### src/rtl/sar_search_pkg.sv
// Shared constants for the sar_search binary-search controller: state encoding,
// comparator result bit positions and a one-hot helper.
package sar_search_pkg;

    typedef logic [1:0] state_t;

    localparam state_t ST_IDLE   = 2'd0;
    localparam state_t ST_SEARCH = 2'd1;
    localparam state_t ST_DONE   = 2'd2;

    localparam int CMP_GT = 2;
    localparam int CMP_EQ = 1;
    localparam int CMP_LT = 0;

    function automatic logic is_onehot3(input logic [2:0] v);
        return (v == 3'b001) || (v == 3'b010) || (v == 3'b100);
    endfunction

endpackage

### src/rtl/sar_bounds_next.sv
// Combinational window update for one binary-search step: narrows lo/hi from
// the comparator answer, recomputes the midpoint and flags an empty window.
module sar_bounds_next
    import sar_search_pkg::*;
#(
    parameter int WIDTH = 4
) (
    input  logic [WIDTH:0]   lo,
    input  logic [WIDTH:0]   hi,
    input  logic [WIDTH-1:0] guess,
    input  logic [2:0]       cmp_res,
    output logic [WIDTH:0]   lo_next,
    output logic [WIDTH:0]   hi_next,
    output logic [WIDTH-1:0] guess_next,
    output logic             exhausted
);

    localparam logic [WIDTH:0] ONE = (WIDTH+1)'(1);

    logic [WIDTH:0]   guess_ext;
    logic [WIDTH+1:0] mid_sum;

    always_comb begin
        guess_ext = {1'b0, guess};
        lo_next   = lo;
        hi_next   = hi;
        exhausted = 1'b0;
        if (cmp_res[CMP_EQ]) begin
            exhausted = 1'b0;
        end else if (cmp_res[CMP_GT]) begin
            lo_next   = guess_ext + ONE;
            exhausted = (guess_ext + ONE) > hi;
        end else if (cmp_res[CMP_LT] || !cmp_res[CMP_GT]) begin
            // LT or all-zero; guess==0 would take hi below zero, so treat it as empty directly
            hi_next   = guess_ext - ONE;
            exhausted = (guess_ext == '0) || (lo > (guess_ext - ONE));
        end
        mid_sum    = {1'b0, lo_next} + {1'b0, hi_next};
        guess_next = WIDTH'(mid_sum >> 1);
    end

endmodule

### src/rtl/sar_search.sv
// Successive-approximation search driving comparator input B until EQ.
// Optional macro SAR_SEARCH_ONEHOT_CHECK_EN rejects non-one-hot comparator answers.
module sar_search
    import sar_search_pkg::*;
#(
    parameter int WIDTH = 4
) (
    input  logic                         clk,
    input  logic                         rst,
    input  logic                         start,
    input  logic [2:0]                   cmp_res,
    output logic [WIDTH-1:0]             guess,
    output logic                         busy,
    output logic                         done,
    output logic                         found,
    output logic [WIDTH-1:0]             result,
    output logic                         err,
    output logic [$clog2(WIDTH+2)-1:0]   iters
);

    localparam int IW = $clog2(WIDTH+2);
    localparam logic [WIDTH:0]   HI_INIT  = {1'b0, {WIDTH{1'b1}}};
    localparam logic [WIDTH-1:0] MID_INIT = WIDTH'(((2**WIDTH) - 1) / 2);

    state_t           state_reg;
    logic [WIDTH:0]   lo_reg;
    logic [WIDTH:0]   hi_reg;
    logic [WIDTH:0]   lo_next;
    logic [WIDTH:0]   hi_next;
    logic [WIDTH-1:0] guess_next;
    logic             exhausted;
    logic             bad_cmp;

    sar_bounds_next #(.WIDTH(WIDTH)) u_bounds (
        .lo         (lo_reg),
        .hi         (hi_reg),
        .guess      (guess),
        .cmp_res    (cmp_res),
        .lo_next    (lo_next),
        .hi_next    (hi_next),
        .guess_next (guess_next),
        .exhausted  (exhausted)
    );

`ifdef SAR_SEARCH_ONEHOT_CHECK_EN
    assign bad_cmp = !is_onehot3(cmp_res);
`else
    assign bad_cmp = 1'b0;
`endif

    assign busy = (state_reg == ST_SEARCH);
    assign done = (state_reg == ST_DONE);

    always_ff @(posedge clk or posedge rst) begin
        if (rst) begin
            state_reg <= ST_IDLE;
            lo_reg    <= '0;
            hi_reg    <= '0;
            guess     <= '0;
            found     <= 1'b0;
            result    <= '0;
            err       <= 1'b0;
            iters     <= '0;
        end else begin
            case (state_reg)
                ST_IDLE: begin
                    if (start) begin
                        lo_reg    <= '0;
                        hi_reg    <= HI_INIT;
                        guess     <= MID_INIT;
                        found     <= 1'b0;
                        result    <= '0;
                        err       <= 1'b0;
                        iters     <= '0;
                        state_reg <= ST_SEARCH;
                    end
                end
                ST_SEARCH: begin
                    iters <= iters + IW'(1);
                    if (bad_cmp) begin
                        err       <= 1'b1;
                        found     <= 1'b0;
                        state_reg <= ST_DONE;
                    end else if (cmp_res[CMP_EQ]) begin
                        result    <= guess;
                        found     <= 1'b1;
                        state_reg <= ST_DONE;
                    end else begin
                        lo_reg <= lo_next;
                        hi_reg <= hi_next;
                        guess  <= guess_next;
                        if (exhausted) begin
                            err       <= 1'b1;
                            state_reg <= ST_DONE;
                        end
                    end
                end
                ST_DONE: begin
                    state_reg <= ST_IDLE;
                end
                default: begin
                    state_reg <= ST_IDLE;
                end
            endcase
        end
    end

endmodule

### config.mk
export PLATFORM = sky130hd
export DESIGN_NAME = sar_search
export DESIGN_NICKNAME = d
export VERILOG_FILES = /design/src/rtl/sar_search_pkg.sv /design/src/rtl/sar_bounds_next.sv /design/src/rtl/sar_search.sv
export SDC_FILE = /design/constraint.sdc
export NUM_CORES = 1
export LEC_CHECK = 0
export BUFFER_PORTS_ARGS = -buffer_cell sky130_fd_sc_hd__buf_2
export CORE_MARGIN = 1.5
export CORE_UTILIZATION = 45
export CTS_BUF_LIST = sky130_fd_sc_hd__clkbuf_8 sky130_fd_sc_hd__clkbuf_16
export CTS_CLUSTER_DIAMETER = 60
export DETAILED_ROUTE_END_ITERATION = 7
export MAX_ROUTING_LAYER = met4
export PLACE_DENSITY = 0.62
export SLEW_MARGIN = 20
export SYNTH_ARGS = -nofsm -noshare
export SYNTH_HDL_FRONTEND = slang
export SYNTH_SLANG_ARGS = --single-unit
### constraint.sdc
create_clock -name clk -period 3.4 [get_ports clk]
set_input_delay 0.51 -clock clk [delete_from_list [all_inputs] [get_ports clk]]
set_output_delay 0.51 -clock clk [all_outputs]
set_load 0.01 [all_outputs]
==> results of run 1 <==
## final cells by class
class / instances / area [um^2]
Clock buffer: 3 / 41.3
Clock inverter: 1 / 3.75
Fill cell: 332 / 1610
Inverter: 11 / 41.3
Multi-Input combinational cell: 127 / 938
Sequential cell: 25 / 626
Tap cell: 46 / 57.6
Timing Repair Buffer: 20 / 103
## per-layer routing
layer | GRT usage (%) | wire [um] | share of wire (%) | vias to the layer above
li1 | - | - | - | 639
met1 | 25.5 | 1680 | 47 | 637
met2 | 33.8 | 1770 | 49 | 21
met3 | 1.79 | 107 | 3.0 | 7
met4 | 6.94 | 53 | 1.5 | 0
met5 | - | 0 | 0 | -
## power groups by stage
stage	Clock [uW]	Combinational (uW)	Sequential (uW)
5_1_grt	197	881	510
3_5_place_dp	0	775	495
3_3_place_gp	0	764	488
2_1_floorplan	0	591	499
6_report	178	779	490
4_1_cts	186	784	489
## through the flow
step,cells,util [%]
finish,233,53.0
CTS,233,53.0
global route,233,53.0
detailed placement,229,51.7
floorplan,166,-
global placement,229,51.7
## layout by cell type (no fill, tap or decap), types with 2 or more instances in the layout
master and count:
nand2b_1 3, nand3_1 7, mux2i_1 2, o21bai_1 3, clkbuf_8 3, xnor2_1 6
mux2_2 4, o21ai_0 4, a21o_1 4, inv_1 10, nand2_1 10, xor2_1 2
nor2_1 15, a22o_1 13, dfrtp_1 25, nor2b_1 3, ha_1 17, o21ai_1 4
buf_2 19, a21oi_1 16
## how the worst min path moves through the flow
stage	cells past startpoint	endpoint	slack (ns)
3_5_place_dp	2	err	0.50
5_1_grt	2	hi_reg[2]	0.37
2_1_floorplan	2	lo_reg[4]	0.48
4_1_cts	2	hi_reg[2]	0.48
3_3_place_gp	2	err	0.49
6_report	2	hi_reg[2]	0.31
## logic make-up (layout without fill, tap and decap cells)
| group | after synthesis | in the layout | share of synthesized area (%) |
|---|---|---|---|
| AOI/OAI and AO/OA | 53 | 53 | 22.8 |
| and+or+nand+nor | 42 | 42 | 12.2 |
| DFF | 25 | 25 | 38.4 |
| adders and majority gates | 18 | 18 | 14.3 |
| buffers and inverters | 14 | 35 | 3.92 |
| xor gates and xnor gates | 8 | 8 | 4.30 |
| muxes | 6 | 6 | 4.00 |
==> impl_metrics.csv, run 1 <==
group,metric,value,unit
clock_network,post_cts_resized,0,
global_routing,first_global_vias,1297,
die,fp-row-count,21,
logic_synthesis,avgSynthCellArea,9.81,um^2
cells_and_area,antenna_cells,0,
sta,tightestPinTransition,0.920,ns
power_and_ir_drop,sw_frac_of_total,43.4,%
worst_setup_path,rr_startpoint,"guess[1]",
sta,layout_min_cycle_time,2.61,ns
place,place.port_buffers,19,
clock_network,clock-sinks,25,
place,gp_congestion,0.889,
sta,fin_ws,0.788,ns
worst_setup_path,crit_path_max_incr_delay,0.47,ns
global_routing,grt_pass1_wl,6130,um
clock_network,cts-htree-levels,1,
worst_setup_path,required,3.55,ns
clock_network,cts_tree,"yes",
logic_synthesis,syn_nets,190,
worst_setup_path,start_kind,"flip-flop",
logic_synthesis,netlist.top_cell.by_area,"dfrtp_1",
sta,finalSetupViolations,0,
routing,ant_nets,0,
power_and_ir_drop,power_switching,627,uW
sta,finClkSkew,0.00474,ns
worst_setup_path,worstSetupPathType,"flip-flop to flip-flop",
logic_synthesis,ys_seq_area_share,38.4,%
worst_setup_path,critical_path_depth,9,
logic_synthesis,synth_ff_type,"dfrtp_1",
power_and_ir_drop,peakVddDrop,0.348,mV
sta,fin_tns_setup,0,ns
sta,fin_crit_sh,76.8,%
clock_network,insertion_delay,0.27,ns
global_routing,grt_use_total,20.1,%
logic_synthesis,async_flop_share,100,%
place,placed_area,0.00177,mm^2
logic_synthesis,yosysTopAreaCellShare,38.4,%
logic_synthesis,yosys_warnings,0,
logic_synthesis,ys_top_cells_by_area,"dfrtp_1, ha_1, a22o_1",
place,hpwl,2630,um
clock_network,numCtsBuffers,3,
power_and_ir_drop,intPower,820,uW
cells_and_area,syn_to_final_growth,11.2,%
routing,vias_per_cell,5.60,
routing,wl_per_cell,15.5,um
sta,max_freq,383,MHz
logic_synthesis,yosys-top-cells-count,"dfrtp_1, ha_1, a21oi_1, nor2_1, a22o_1",
sta,whs,0.310,ns
power_and_ir_drop,p_seq_share,33.9,%
logic_synthesis,synth_area,0.00163,mm^2
die,die_w,63.1,um
logic_synthesis,ys_ff_latch,25,
cells_and_area,final_area,0.00181,mm^2
sta,slew_headroom,38.3,%
global_routing,grt_max_degree,26,
cells_and_area,fin_nets,212,
power_and_ir_drop,power.density,799,mW/mm^2
die,die_h,63.1,um
worst_setup_path,worstPathArrival,2.76,ns
run,drv_cap,0,
worst_setup_path,rr_worst_depth,9,
power_and_ir_drop,p_clk_share,12.3,%
clock_network,cts_hold_buf,0,
sta,hold_viol,0,
logic_synthesis,synth_edf_count,0,
power_and_ir_drop,p_leak,0.000924,uW
cells_and_area,drive_gt1_share,18.7,%
clock_network,cts_root_buf,"clkbuf_8",
worst_setup_path,endpoint_kind,"flip-flop",
global_routing,antenna_found_initial,0,
worst_setup_path,startpoint,"guess[1]",
logic_synthesis,ys_types,36,
worst_setup_path,path_delay_family,"adder cells",
routing,drc_errors,0,
worst_setup_path,cp_cell_sequence,"inv_1 > ha_1 > mux2_2 > fa_1 > a21o_2 > a21oi_1 > xor2_1 > xnor2_1 > o21ai_1",
worst_setup_path,worstSetupEndpoint,"guess[3]",
clock_network,clock_path_buffers,2,
worst_setup_path,r2r-end,"guess[3]",
worst_setup_path,cp_max_fo,6,
run_status,status,"finished clean",
die,core,0.00342,mm^2
worst_setup_path,crit_buf_inv,1,
routing,drtIter0Drc,100,
routing,wl,3610,um
routing,dr.pass1.iters,4,
worst_setup_path,cpMaxStageDelayCell,"dfrtp_1",
global_routing,overflow,0,
die,start_util,47.7,%
power_and_ir_drop,pwr-share-comb,53.8,%
clock_network,clk_pin_slew,0.09,ns
die,die_area,0.00399,mm^2
logic_synthesis,synthCells,166,
die,ios,21,
routing,vias,1304,
sta,rsz0062_at_grt,"no",
min_path,min_path_type,"input pin to asynchronous set/reset pin",
worst_setup_path,ff2ff_setup_slack,0.79,ns
sta,drv_slew,0,
place,pre_cts_slack,0.691,ns
power_and_ir_drop,total_power,1450,uW
clock_network,post-cts-setup-buffers,0,
logic_synthesis,yosysMostFrequentCell,"dfrtp_1",
(Power assumes the default switching activity.)
==> run 2: changes to the inputs <==
PLACE_DENSITY = 0.64   (was 0.62)
clock period = 2.3 ns   (was 3.4 ns; I/O delays follow)
==> impl_metrics.csv, run 2 (synthesis results as in run 1) <==
group,metric,value,unit
run_status,status,"finished clean",
global_routing,top_usage_layer,"met2",
cells_and_area,final_cell_mix,"dfrtp_1, buf_2, nor2_1, buf_4, ha_1",
power_and_ir_drop,p_clk_share,11.0,%
routing,drc_errors,0,
worst_setup_path,start_kind,"flip-flop",
power_and_ir_drop,pwr-share-comb,56.9,%
sta,finalSetupViolations,0,
power_and_ir_drop,power.density,1160,mW/mm^2
die,die_area,0.00399,mm^2
clock_network,clk_pin_slew,0.09,ns
global_routing,grt_use_total,20.3,%
worst_setup_path,cpMaxStageDelayCell,"dfrtp_2",
sta,rsz0062_at_grt,"yes",
worst_setup_path,cp_max_fo,4,
place,place.port_buffers,19,
sta,hold_viol,0,
clock_network,cts-htree-levels,1,
global_routing,grtUsageMet2,36.4,%
routing,wl,3770,um
place,gp_congestion,0.870,
global_routing,grt_max_degree,18,
sta,finClkSkew,0.00763,ns
routing,vias_per_cell,5.58,
sta,whs,0.0285,ns
routing,dr.pass1.iters,4,
global_routing,overflow,0,
cells_and_area,antenna_cells,0,
sta,slew_headroom,62.5,%
die,core,0.00342,mm^2
cells_and_area,final_common_cell,"dfrtp_1",
global_routing,first_global_vias,1348,
min_path,min_path_type,"input pin to asynchronous set/reset pin",
power_and_ir_drop,peakVddDrop,0.436,mV
clock_network,insertion_delay,0.27,ns
die,ios,21,
cells_and_area,syn_to_final_growth,23.7,%
power_and_ir_drop,power_switching,990,uW
routing,vias,1384,
power_and_ir_drop,p_leak,0.00102,uW
worst_setup_path,cp_cell_sequence,"inv_4 > ha_4 > mux2_4 > fa_2 > a21o_2 > a21oi_2 > xor2_1 > xnor2_1 > o21ai_1",
die,die_w,63.1,um
cells_and_area,fin_nets,227,
sta,layout_min_cycle_time,2.29,ns
power_and_ir_drop,intPower,1340,uW
worst_setup_path,worstPathArrival,2.44,ns
cells_and_area,num-fill-cells,301,
routing,ant_nets,0,
global_routing,antenna_found_initial,0,
worst_setup_path,required,2.45,ns
worst_setup_path,worstSetupPathType,"flip-flop to flip-flop",
cells_and_area,drive_gt1_share,33.2,%
sta,max_freq,437,MHz
cells_and_area,fin_util,58.9,%
global_routing,grt_pass1_wl,6310,um
die,fp-row-count,21,
power_and_ir_drop,sw_frac_of_total,42.5,%
sta,drv_slew,0,
clock_network,cts_tree,"yes",
die,die_h,63.1,um
clock_network,clock_path_buffers,2,
clock_network,cts_root_buf,"clkbuf_8",
die,start_util,47.7,%
clock_network,clock-sinks,25,
place,hpwl,2960,um
global_routing,met1_usage,25.7,%
clock_network,cts_hold_buf,0,
worst_setup_path,endpoint_kind,"flip-flop",
global_routing,met3_usage,1.79,%
sta,fin_crit_sh,99.6,%
run,drv_cap,0,
power_and_ir_drop,p_seq_share,32.0,%
worst_setup_path,crit_path_max_incr_delay,0.46,ns
routing,wl_per_cell,15.2,um
sta,tightestPinTransition,0.561,ns
clock_network,numCtsBuffers,3,
routing,drtIter0Drc,92,
==> run 2: cell types whose count changed in the layout (fill, tap and decap cells not counted), moves of 3 or more <==
| cell | change |
|---|---|
| ha_1 | -3 |
| a21oi_2 | +4 |
| a21oi_1 | -4 |
| dfrtp_2 | +3 |
| buf_4 | +14 |
| dfrtp_1 | -3 |
==> run 2: per-layer routing <==
metal	routed length, um	share of wire [%]
met5	0	0
met4	14	0.37
met3	102	2.7
met1	1730	46
met2	1930	51
==> run 2: area by class of cell <==
| class | instances | area, um^2 | share of cell area (%) |
|---|---|---|---|
| inverters | 11 | 43.8 | 2.18 |
| repair buffers | 35 | 219 | 10.9 |
| multi-input cells | 127 | 1020 | 50.5 |
| clock buffers | 3 | 41.3 | 2.05 |
| well taps | 46 | 57.6 | 2.86 |
| clock inverters | 1 | 5.00 | 0.249 |
| flip-flops and latches | 25 | 629 | 31.3 |
==> run 2: power by group through the flow <==
stage | clock network (uW) | logic, uW | registers (uW)
finish | 257 | 1330 | 746
global route | 290 | 1470 | 771
CTS | 271 | 1280 | 736
detailed placement | 0 | 1270 | 745
global placement | 0 | 1240 | 733
floorplan | 0 | 904 | 744
==> run 2: critical path, delay by kind of cell, from the launching register on <==
family | cells | cell delay (ns)
multiplexers | 1 | 0.29
buffers and inverters | 1 | 0.09
flip-flops | 1 | 0.46
adder cells (fa/ha/maj) | 2 | 0.61
XOR/XNOR | 2 | 0.32
AO/OA/AOI/OAI | 3 | 0.41
==> run 2: metrics by stage <==
step                setup slack [ns]  TNS (ns)  instance area, um^2  cells  total power, uW
detailed placement           -0.0176   -0.0552                 1890    243             2010
finish                       0.00934         0                 2010    248             2330
CTS                          -0.0123   -0.0123                 1950    247             2290
global placement            -0.00139  -0.00139                 1890    243             1970
global route                 -0.0737    -0.102                 2010    248             2530
floorplan                     0.0155         0                 1650    166             1650
==> run 2: path summary, 6_finish.rpt <==
kind / start / endpoint / slack, ns / cells past startpoint
max: guess[0] / guess[3] / 0.009 / 9
min: rst / lo_reg[3] / 0.03 / 2
max reg2reg: guess[0] / guess[3] / 0.009 / 9
min reg2reg: iters[0] / iters[0] / 0.54 / 1
max in group asynchronous: rst / guess[2] / 1.70 / 3
min in group clk: cmp_res[2] / lo_reg[0] / 0.42 / 3
==> run 2: what timing repair did <==
action	CTS	global route
resized for setup	2	12
pin swaps	5	7
buffers inserted	0	1
endpoints found under the setup margin	4	5
gates cloned	0	0
==> run 3: changes to the inputs <==
CORE_UTILIZATION = 51   (was 45)
PLACE_DENSITY = 0.72   (was 0.64)
==> impl_metrics.csv, run 3 (synthesis results as in run 1) <==
group,metric,value,unit
min_path,min_path_type,"input pin to asynchronous set/reset pin",
routing,drc_errors,0,
sta,rsz0062_at_grt,"yes",
cells_and_area,final_cell_mix,"dfrtp_1, buf_4, buf_2, nor2_1, ha_1",
routing,dr.pass1.iters,4,
sta,fin_ws,-0.0565,ns
die,die_area,0.00354,mm^2
global_routing,grt_max_degree,17,
worst_setup_path,crit_path_max_incr_delay,0.47,ns
clock_network,cts_tree,"yes",
worst_setup_path,cp_cell_sequence,"inv_4 > ha_4 > mux2_4 > fa_2 > a21o_4 > a21oi_4 > xor2_2 > xnor2_1 > o21ai_1",
place,hpwl,2720,um
die,start_util,53.3,%
clock_network,clk_pin_slew,0.09,ns
clock_network,numCtsBuffers,3,
die,die_h,59.5,um
sta,layout_min_cycle_time,2.36,ns
run_status,status,"finished with violations",
cells_and_area,fin_util,68.1,%
global_routing,overflow,0,
worst_setup_path,worstPathArrival,2.51,ns
sta,max_freq,424,MHz
clock_network,cts-htree-levels,1,
cells_and_area,final_common_cell,"dfrtp_1",
die,ios,21,
routing,wl_per_cell,15.7,um
sta,hold_viol,0,
global_routing,grt_use_total,24.4,%
sta,slew_headroom,64.1,%
sta,drv_slew,0,
global_routing,grt_pass1_wl,6200,um
cells_and_area,fin_nets,232,
sta,fin_crit_sh,102,%
worst_setup_path,required,2.45,ns
worst_setup_path,start_kind,"flip-flop",
die,fp-row-count,20,
global_routing,antenna_found_initial,0,
run_status,violations,"negative setup slack",
die,die_w,59.5,um
sta,whs,0.0486,ns
power_and_ir_drop,peakVddDrop,0.567,mV
clock_network,insertion_delay,0.27,ns
sta,finalSetupViolations,1,
worst_setup_path,worstSetupPathType,"flip-flop to flip-flop",
clock_network,clock_path_buffers,2,
routing,wl,3940,um
cells_and_area,drive_gt1_share,35.7,%
routing,vias,1395,
run,drv_cap,0,
clock_network,clock-sinks,25,
cells_and_area,antenna_cells,0,
sta,finClkSkew,0.00565,ns
power_and_ir_drop,p_leak,0.00106,uW
routing,drtIter0Drc,77,
global_routing,first_global_vias,1330,
routing,vias_per_cell,5.56,
worst_setup_path,crit_buf_inv,1,
clock_network,cts_root_buf,"clkbuf_8",
die,core,0.00305,mm^2
worst_setup_path,cpMaxStageDelayCell,"dfrtp_2",
place,place.port_buffers,19,
routing,ant_nets,0,
worst_setup_path,path_delay_family,"adder cells",
power_and_ir_drop,power.density,1190,mW/mm^2
worst_setup_path,cp_max_fo,4,
worst_setup_path,endpoint_kind,"flip-flop",
cells_and_area,syn_to_final_growth,27.7,%
sta,tightestPinTransition,0.538,ns
place,gp_congestion,0.955,
## run 3: final cells by class
type	instances	area, um^2
tap	44	55.1
multi-input combinational	127	1050
sequential	25	628
clock inverter	1	3.75
inverter	11	43.8
clock buffer	3	41.3
timing repair buffer	40	253
fill	247	973
## run 3: worst reg2reg max path, delay by kind of cell, from the launching register on
kind | cells | cell delay (ns)
adder cells (fa/ha/maj) | 2 | 0.59
AO/OA/AOI/OAI | 3 | 0.47
flip-flops | 1 | 0.47
XOR/XNOR | 2 | 0.33
multiplexers | 1 | 0.29
buffers and inverters | 1 | 0.09
## run 3: stage by stage
step	worst slack (ns)	setup TNS, ns	instances	instance area [um^2]	total power (uW)
after global placement	-0.00592	-0.00592	241	1890	1960
after global routing	-0.134	-0.175	251	2080	2680
after floorplan	0.0155	0	166	1650	1650
after CTS	-0.0479	-0.0479	248	1960	2300
after detailed placement	-0.0667	-0.0667	241	1890	1990
final	-0.0565	-0.0565	251	2080	2480
## run 3: layer usage
layer,share of wire [%],GRT usage (%)
met1,45,31.2
met2,50,40.8
met3,3.9,2.62
met4,1.2,7.30
met5,0,-
## run 3: final timing paths
path	endpoint	start	depth (start not counted)	slack, ns
min in group clk	state_reg[0]	start	3	0.40
setup / recovery	guess[3]	guess[0]	9	-0.06
setup reg to reg	guess[3]	guess[0]	9	-0.06
hold reg to reg	iters[1]	iters[1]	1	0.53
max in group asynchronous	guess[0]	rst	3	1.67
hold / removal	guess[1]	rst	2	0.05
## run 3: where the power goes
group	total [uW]	switching [uW]	internal, uW	leakage (uW)
logic	1470	744	726	0.000724
registers	749	173	575	0.000305
clock network	261	142	120	0.0000269
## run 3: what timing repair did
action / in CTS / in global routing
hold buffers: 0 / 0
pin swaps: 6 / 12
gates resized for setup: 2 / 16
endpoints found under the setup margin: 1 / 5
buffers inserted: 3 / 3
